## src/rtl/bfm_ahb_pkg.sv

```systemverilog
// -----------------------------------------------------------------------------
// bfm_ahb_pkg
// Shared AHB definitions for the bus-functional arbiter:
//   - HTRANS and HBURST encodings
//   - arbiter state encoding
//   - burst-length lookup (remaining beats after the NONSEQ beat)
//   - one-hot to index helper sized for the largest supported master count
// -----------------------------------------------------------------------------
package bfm_ahb_pkg;

    localparam int MAX_MASTERS = 4;
    localparam int MIDX_W      = 2;

    typedef enum logic [1:0] {
        HTRANS_IDLE   = 2'b00,
        HTRANS_BUSY   = 2'b01,
        HTRANS_NONSEQ = 2'b10,
        HTRANS_SEQ    = 2'b11
    } htrans_t;

    typedef enum logic [2:0] {
        HBURST_SINGLE = 3'b000,
        HBURST_INCR   = 3'b001,
        HBURST_WRAP4  = 3'b010,
        HBURST_INCR4  = 3'b011,
        HBURST_WRAP8  = 3'b100,
        HBURST_INCR8  = 3'b101,
        HBURST_WRAP16 = 3'b110,
        HBURST_INCR16 = 3'b111
    } hburst_t;

    typedef enum logic [1:0] {
        ARB_IDLE   = 2'b00,  // default master parked, nobody requesting
        ARB_OWNED  = 2'b01,  // single / undefined-length INCR traffic
        ARB_BURST  = 2'b10,  // fixed-length burst still has beats to go
        ARB_LOCKED = 2'b11   // address phase is a locked sequence
    } arb_state_t;

    // Beats still to come after the NONSEQ beat. SINGLE and INCR return 0:
    // an undefined-length burst gets no protection from the counter.
    function automatic logic [3:0] burst_beats(input hburst_t burst);
        logic [3:0] beats;
        case (burst)
            HBURST_WRAP4,  HBURST_INCR4:  beats = 4'd3;
            HBURST_WRAP8,  HBURST_INCR8:  beats = 4'd7;
            HBURST_WRAP16, HBURST_INCR16: beats = 4'd15;
            default:                      beats = 4'd0;
        endcase
        return beats;
    endfunction

    function automatic logic [MIDX_W-1:0] onehot_to_idx(input logic [MAX_MASTERS-1:0] oh);
        logic [MIDX_W-1:0] idx;
        idx = '0;
        for (int i = 0; i < MAX_MASTERS; i++) begin
            if (oh[i]) idx = MIDX_W'(i);
        end
        return idx;
    endfunction

endpackage

```

## src/rtl/bfm_rrpick.sv

```systemverilog
// -----------------------------------------------------------------------------
// bfm_rrpick
// Combinational round-robin picker. The search starts at the master after
// `last` and wraps; the first requester wins. With no requester the
// DEFAULT_IDX master is returned, so the result is always one-hot.
// Ports:
//   req    [NMASTER-1:0]  in   request vector
//   last   [MIDX_W-1:0]   in   previous owner (search starts at last+1)
//   winner [NMASTER-1:0]  out  one-hot winner
// -----------------------------------------------------------------------------
module bfm_rrpick
    import bfm_ahb_pkg::*;
#(
    parameter int NMASTER     = 4,
    parameter int DEFAULT_IDX = 0
) (
    input  logic [NMASTER-1:0] req,
    input  logic [MIDX_W-1:0]  last,
    output logic [NMASTER-1:0] winner
);

    localparam int IW = (NMASTER > 1) ? $clog2(NMASTER) : 1;

    logic [IW-1:0] idx;
    logic          found;

    // NOTE: every variable written here gets a default first, otherwise a
    // path that skips the assignment would infer a latch.
    always_comb begin
        winner = '0;
        found  = 1'b0;
        idx    = '0;
        for (int k = 1; k <= NMASTER; k++) begin
            idx = IW'((int'(last) + k) % NMASTER);
            if (!found && req[idx]) begin
                winner[idx] = 1'b1;
                found       = 1'b1;
            end
        end
        if (!found) winner[DEFAULT_IDX] = 1'b1;
    end

endmodule

```

## src/rtl/bfm_ahbarbiter.sv

```systemverilog
// -----------------------------------------------------------------------------
// bfm_ahbarbiter
// AHB bus arbiter: round-robin grant with fixed-length burst protection,
// locked-transfer hold and early re-arbitration on ERROR.
// Ports:
//   HCLK                    in   bus clock
//   HRESET                  in   asynchronous reset, active-high
//   HBUSREQ  [NMASTER-1:0]  in   per-master bus request
//   HLOCK    [NMASTER-1:0]  in   per-master locked-transfer request
//   HTRANS   [1:0]          in   address-phase transfer type of the owner
//   HBURST   [2:0]          in   address-phase burst type of the owner
//   HREADY                  in   bus-wide transfer complete
//   HRESP                   in   slave response, 1 = ERROR
//   HGRANT   [NMASTER-1:0]  out  one-hot grant (next owner)
//   HMASTER  [1:0]          out  index of the address-phase owner
//   HMASTLOCK               out  current address phase is locked
// TPD is carried so behavioural-model instantiations elaborate unchanged;
// no output delay is modelled in this synthesizable view.
// -----------------------------------------------------------------------------
module bfm_ahbarbiter
    import bfm_ahb_pkg::*;
#(
    parameter int NMASTER   = 4,
    parameter int DEFMASTER = 0,
    parameter int TPD       = 1
) (
    input  logic               HCLK,
    input  logic               HRESET,
    input  logic [NMASTER-1:0] HBUSREQ,
    input  logic [NMASTER-1:0] HLOCK,
    input  logic [1:0]         HTRANS,
    input  logic [2:0]         HBURST,
    input  logic               HREADY,
    input  logic               HRESP,
    output logic [NMASTER-1:0] HGRANT,
    output logic [1:0]         HMASTER,
    output logic               HMASTLOCK
);

    if (NMASTER < 2 || NMASTER > MAX_MASTERS || DEFMASTER < 0 ||
        DEFMASTER >= NMASTER || TPD < 0) begin : g_bad_params
        $error("bfm_ahbarbiter: illegal NMASTER/DEFMASTER/TPD");
    end

    localparam logic [NMASTER-1:0] DEF_GRANT = NMASTER'(1) << DEFMASTER;

    htrans_t                htrans;
    hburst_t                hburst;
    logic [MAX_MASTERS-1:0] lock_ext;
    logic [NMASTER-1:0]     hgrant;
    logic [NMASTER-1:0]     pick;
    logic [MIDX_W-1:0]      hmaster;
    logic [MIDX_W-1:0]      grant_idx;
    logic [3:0]             beats_left;
    logic [3:0]             beats_next;
    logic [3:0]             load_beats;
    arb_state_t             state;
    logic                   lock_hold;
    logic                   count_done;
    logic                   load_closes;
    logic                   arb_open;

    assign htrans    = htrans_t'(HTRANS);
    assign hburst    = hburst_t'(HBURST);
    // Widened so a 2-bit master index can address it for any NMASTER.
    assign lock_ext  = MAX_MASTERS'(HLOCK);
    assign grant_idx = onehot_to_idx(MAX_MASTERS'(hgrant));

    // Beat counter next value for an HREADY=1 edge.
    always_comb begin
        load_beats = burst_beats(hburst);
        beats_next = beats_left;
        case (htrans)
            HTRANS_NONSEQ: beats_next = load_beats;
            HTRANS_SEQ:    if (beats_left != 4'd0) beats_next = beats_left - 4'd1;
            default:       beats_next = beats_left;
        endcase
    end

    // Arbitration window. The last beat of a burst (count 1 with SEQ on the
    // bus) already opens it so the next owner is granted in time. A NONSEQ
    // that loads a non-zero count closes it in the same cycle, otherwise
    // the grant could slip away just as a burst starts.
    assign lock_hold   = (state == ARB_LOCKED) && lock_ext[hmaster];
    assign count_done  = (beats_left == 4'd0) ||
                         ((beats_left == 4'd1) && (htrans == HTRANS_SEQ));
    assign load_closes = (htrans == HTRANS_NONSEQ) && (load_beats != 4'd0);
    assign arb_open    = !lock_hold && count_done && !load_closes;

    bfm_rrpick #(
        .NMASTER     (NMASTER),
        .DEFAULT_IDX (DEFMASTER)
    ) u_rrpick (
        .req    (HBUSREQ),
        .last   (hmaster),
        .winner (pick)
    );

    // NOTE: state is updated with non-blocking assignments so every term
    // above sees the pre-edge values, regardless of statement order.
    always_ff @(posedge HCLK or posedge HRESET) begin
        if (HRESET) begin
            hgrant     <= DEF_GRANT;
            hmaster    <= MIDX_W'(DEFMASTER);
            beats_left <= 4'd0;
            state      <= ARB_IDLE;
        end else if (HREADY) begin
            hmaster    <= grant_idx;
            beats_left <= beats_next;
            if (arb_open) hgrant <= pick;

            if (lock_ext[grant_idx])    state <= ARB_LOCKED;
            else if (beats_next != 4'd0) state <= ARB_BURST;
            else if (|HBUSREQ)           state <= ARB_OWNED;
            else                         state <= ARB_IDLE;
        end else if (HRESP) begin
            // First ERROR cycle: drop the rest of the burst so the second
            // ERROR cycle (HREADY=1) can re-arbitrate.
            beats_left <= 4'd0;
        end
    end

    assign HGRANT    = hgrant;
    assign HMASTER   = hmaster;
    assign HMASTLOCK = (state == ARB_LOCKED);

endmodule

```

## config.mk

```make
export PLATFORM = sky130hd
export DESIGN_NAME = bfm_ahbarbiter
export DESIGN_NICKNAME = d
export VERILOG_FILES = /design/src/rtl/bfm_ahb_pkg.sv /design/src/rtl/bfm_rrpick.sv /design/src/rtl/bfm_ahbarbiter.sv
export SDC_FILE = /design/constraint.sdc
export NUM_CORES = 1
export LEC_CHECK = 0
export CORE_ASPECT_RATIO = 1.2
export CORE_MARGIN = 2
export CORE_UTILIZATION = 53
export CTS_BUF_LIST = sky130_fd_sc_hd__clkbuf_4
export CTS_CLUSTER_SIZE = 20
export DETAILED_ROUTE_END_ITERATION = 10
export PLACE_DENSITY = 0.82
export SYNTH_ARGS = -nofsm -noshare
export SYNTH_HDL_FRONTEND = slang
export SYNTH_SLANG_ARGS = --single-unit
```

## constraint.sdc

```tcl
create_clock -name HCLK -period 2.55 [get_ports HCLK]
set_input_delay 0.255 -clock HCLK [delete_from_list [all_inputs] [get_ports HCLK]]
set_output_delay 0.255 -clock HCLK [all_outputs]
set_load 0.01 [all_outputs]
```

==> impl_results.md <==
- RSZ-0062 raised after global routing: no
- Worst Tran Pin Value: 457 ps
- CTS tree: done
- Post-Syn Area: 1170 um2
- Resized cells post-CTS: 0
- Startpoint types: register
- Initial antenna violation count: 0
- Worst Path Required: 2710 ps
- Largest net degree at the start of global routing: 17
- Area leader, netlist: dfrtp_1
- Worst skew pair latency: 270 ps
- Max Cap Viol: 0
- Setup CP Type: register to register
- Top-count cell post-synth: nand2_1
- CTS buffer count: 3
- CP max FO: 6
- Proportion of layout cells with a drive suffix above 1: 11.3%
- Crit end category: register
- CTS Sinks: 12
- Buf+Inv Stages, Crit Path: 1
- Die area: 2610 um2
- Max frequency: 473 MHz
- Comb power frac: 67.5%
- Final #Nets: 178
- Worst EP arrival: 2270 ps
- Post-Syn Nets: 152
- Clock skew: 2.37 ps
- Leakage power: 0.601 nW
- CP max-delay cell: ha_1
- Critical path's largest stage delay: 400 ps
- Die Height: 55.6 um
- Num ports: 24
- Hold_buf cts: 0
- Routed vias: 1063
- Post-synth cell types: 41
- Clk network pwr share: 8.9%
- Postcts setup bufs: 0
- Yosys top cell area share: 23.5%
- Top delay family on crit path: multiplexers
- Routed wire per std cell: 14.4 um
- I/O Buffers: 22
- Asr flop ratio synth: 100%
- Drt drc: 0
- Root buf cell: clkbuf_4
- Placeable Area: 2070 um2
- Syn_area_per_cell: 9.39 um2
- CTS H-tree depth: 1
- Die X: 47.0 um
- Power per cell area: 917 nW/um2
- Starting Density: 56.6%
- # setup viols final: 0
- Clock transition at the registers of the reported paths: 80 ps
- Total grt overflow: 0
- CP Cell Sequence: inv_1, ha_1, mux4_2, nand2_1, o211ai_1, a221o_1, mux2_2
- # diodes: 0
- Most common library cells after synthesis: nand2_1 (14), dfrtp_1 (11), o21ai_0 (11), ha_1 (10), inv_1 (8)
- Final Hold Viols: 0
- Vias in the first global route: 980
- Register share of total power: 23.6%
- Post-Syn Instances: 125
- Post-synth EDFFs: 0
- Synth Flop Type: dfrtp_1
- GPL Wtd Cong: 0.826
- Antenna Nets Post-Route: 0
- First-pass GRT wire length: 4300 um
- Slew HR: 69.5%
- Classification of the worst-slack hold path: primary input to asynchronous set/reset pin
- Synthesis-to-finish area growth: 24.1%
- VDD IR max: 0.000598 V
- Status: finished clean
- Detailed Route WL: 2590 um
- Switching share of power: 41.6%
- Synth Warn #: 0
- Switching power: 555 uW
- Area contributors post-synth: dfrtp_1 (23%), ha_1 (11%), mux4_1 (6.7%), mux2_2 (5.8%), o21ai_0 (4.7%)
- Register area share after synthesis: 25.7%
- CTS Buffer Depth: 2
- Post-DP HPWL: 2090 um
- Tcrit/Tclk final: 82.9%
- 1st-iter DRT viols: 21
- Post-layout util: 70.3%
- Tot GR Track Use: 22.7%
- Synthesized flop and latch total: 12
- Routed vias/inst: 5.91
- # rows: 18
- P_int: 780 uW
- Router iterations before antenna repair: 4
- Min Tclk post-route: 2110 ps
- Final slew viol count: 0
- Sum Neg Setup Slack: 0 ps
state kept, by name (all words and copies together) (netlist names):
signal,cells
HGRANT,4
HMASTER,2
beats_left,4
state,2
area by class of cell:
cell class              instances  area, um2
flip-flops and latches         12        302
well taps                      30       37.5
inverters                       8       30.0
fillers                       179        616
multi-input cells             101        818
clock buffers                   3       22.5
repair buffers                 25        243
clock inverters                 1       3.75
kinds of logic (layout without fill, tap and decap cells):
| kind of cell | Yosys count | after routing | share of synthesized area, % |
|---|---|---|---|
| flip-flops | 12 | 12 | 25.7 |
| multiplexers | 16 | 16 | 20.6 |
| adder cells (fa/ha/maj) | 10 | 10 | 10.7 |
| AND/OR/NAND/NOR | 38 | 38 | 16.3 |
| AO/OA/AOI/OAI | 37 | 37 | 22.2 |
| buffers and inverters | 12 | 37 | 4.58 |
through the flow:
step / power (mW) / setup slack [ps] / cells / hold slack, ps / area (um2)
3_3_place_gp: 1.20 / 338 / 176 / 484 / 1430
6_report: 1.33 / 435 / 180 / 288 / 1460
4_1_cts: 1.35 / 428 / 180 / 304 / 1460
2_1_floorplan: 0.960 / 244 / 125 / 119 / 1170
3_5_place_dp: 1.22 / 277 / 176 / 510 / 1430
5_1_grt: 1.46 / 318 / 180 / 342 / 1460
power groups by stage:
| stage | Sequential [mW] | Clock, mW | Combinational [mW] |
|---|---|---|---|
| after floorplan | 0.342 | 0 | 0.619 |
| after global placement | 0.317 | 0 | 0.886 |
| after detailed placement | 0.319 | 0 | 0.905 |
| after CTS | 0.315 | 0.123 | 0.908 |
| after global routing | 0.326 | 0.131 | 1.00 |
| final | 0.315 | 0.118 | 0.902 |
per-layer routing:
layer	track usage (%)	wire length (um)
met5	0	0
met4	11.1	57
met3	0.980	72
met2	38.9	1420
met1	27.2	1040
path summary, 6_finish.rpt:
kind / start / endpoint / slack [ps] / cells past startpoint
setup reg to reg: HMASTER[0] / HGRANT[2] / 440 / 7
max in group asynchronous: HRESET / HGRANT[0] / 1920 / 2
setup / recovery: HMASTER[0] / HGRANT[2] / 440 / 7
min in group HCLK: state[0] / state[0] / 530 / 2
hold / removal: HRESET / HMASTER[0] / 290 / 2
hold reg to reg: state[0] / state[0] / 530 / 2
placed cells by master, fill, tap and decap left out, types with 2 or more instances in the layout:
cell type        instances
a21oi_1                  5
buf_4                    3
nor2b_1                  2
inv_1                    8
nand3_1                  2
mux2i_1                  5
and2_1                   2
mux4_2                   2
o211ai_1                 4
o21ai_0                 11
nand2_1                 14
dfrtp_1                 11
a221o_1                  3
nor3_1                   2
clkbuf_4                 3
mux2_2                   6
clkdlybuf4s50_1         22
mux4_1                   3
nor2_1                   7
ha_1                    10
nand2b_1                 4
No activity file was read; power rests on OpenSTA's default activity.
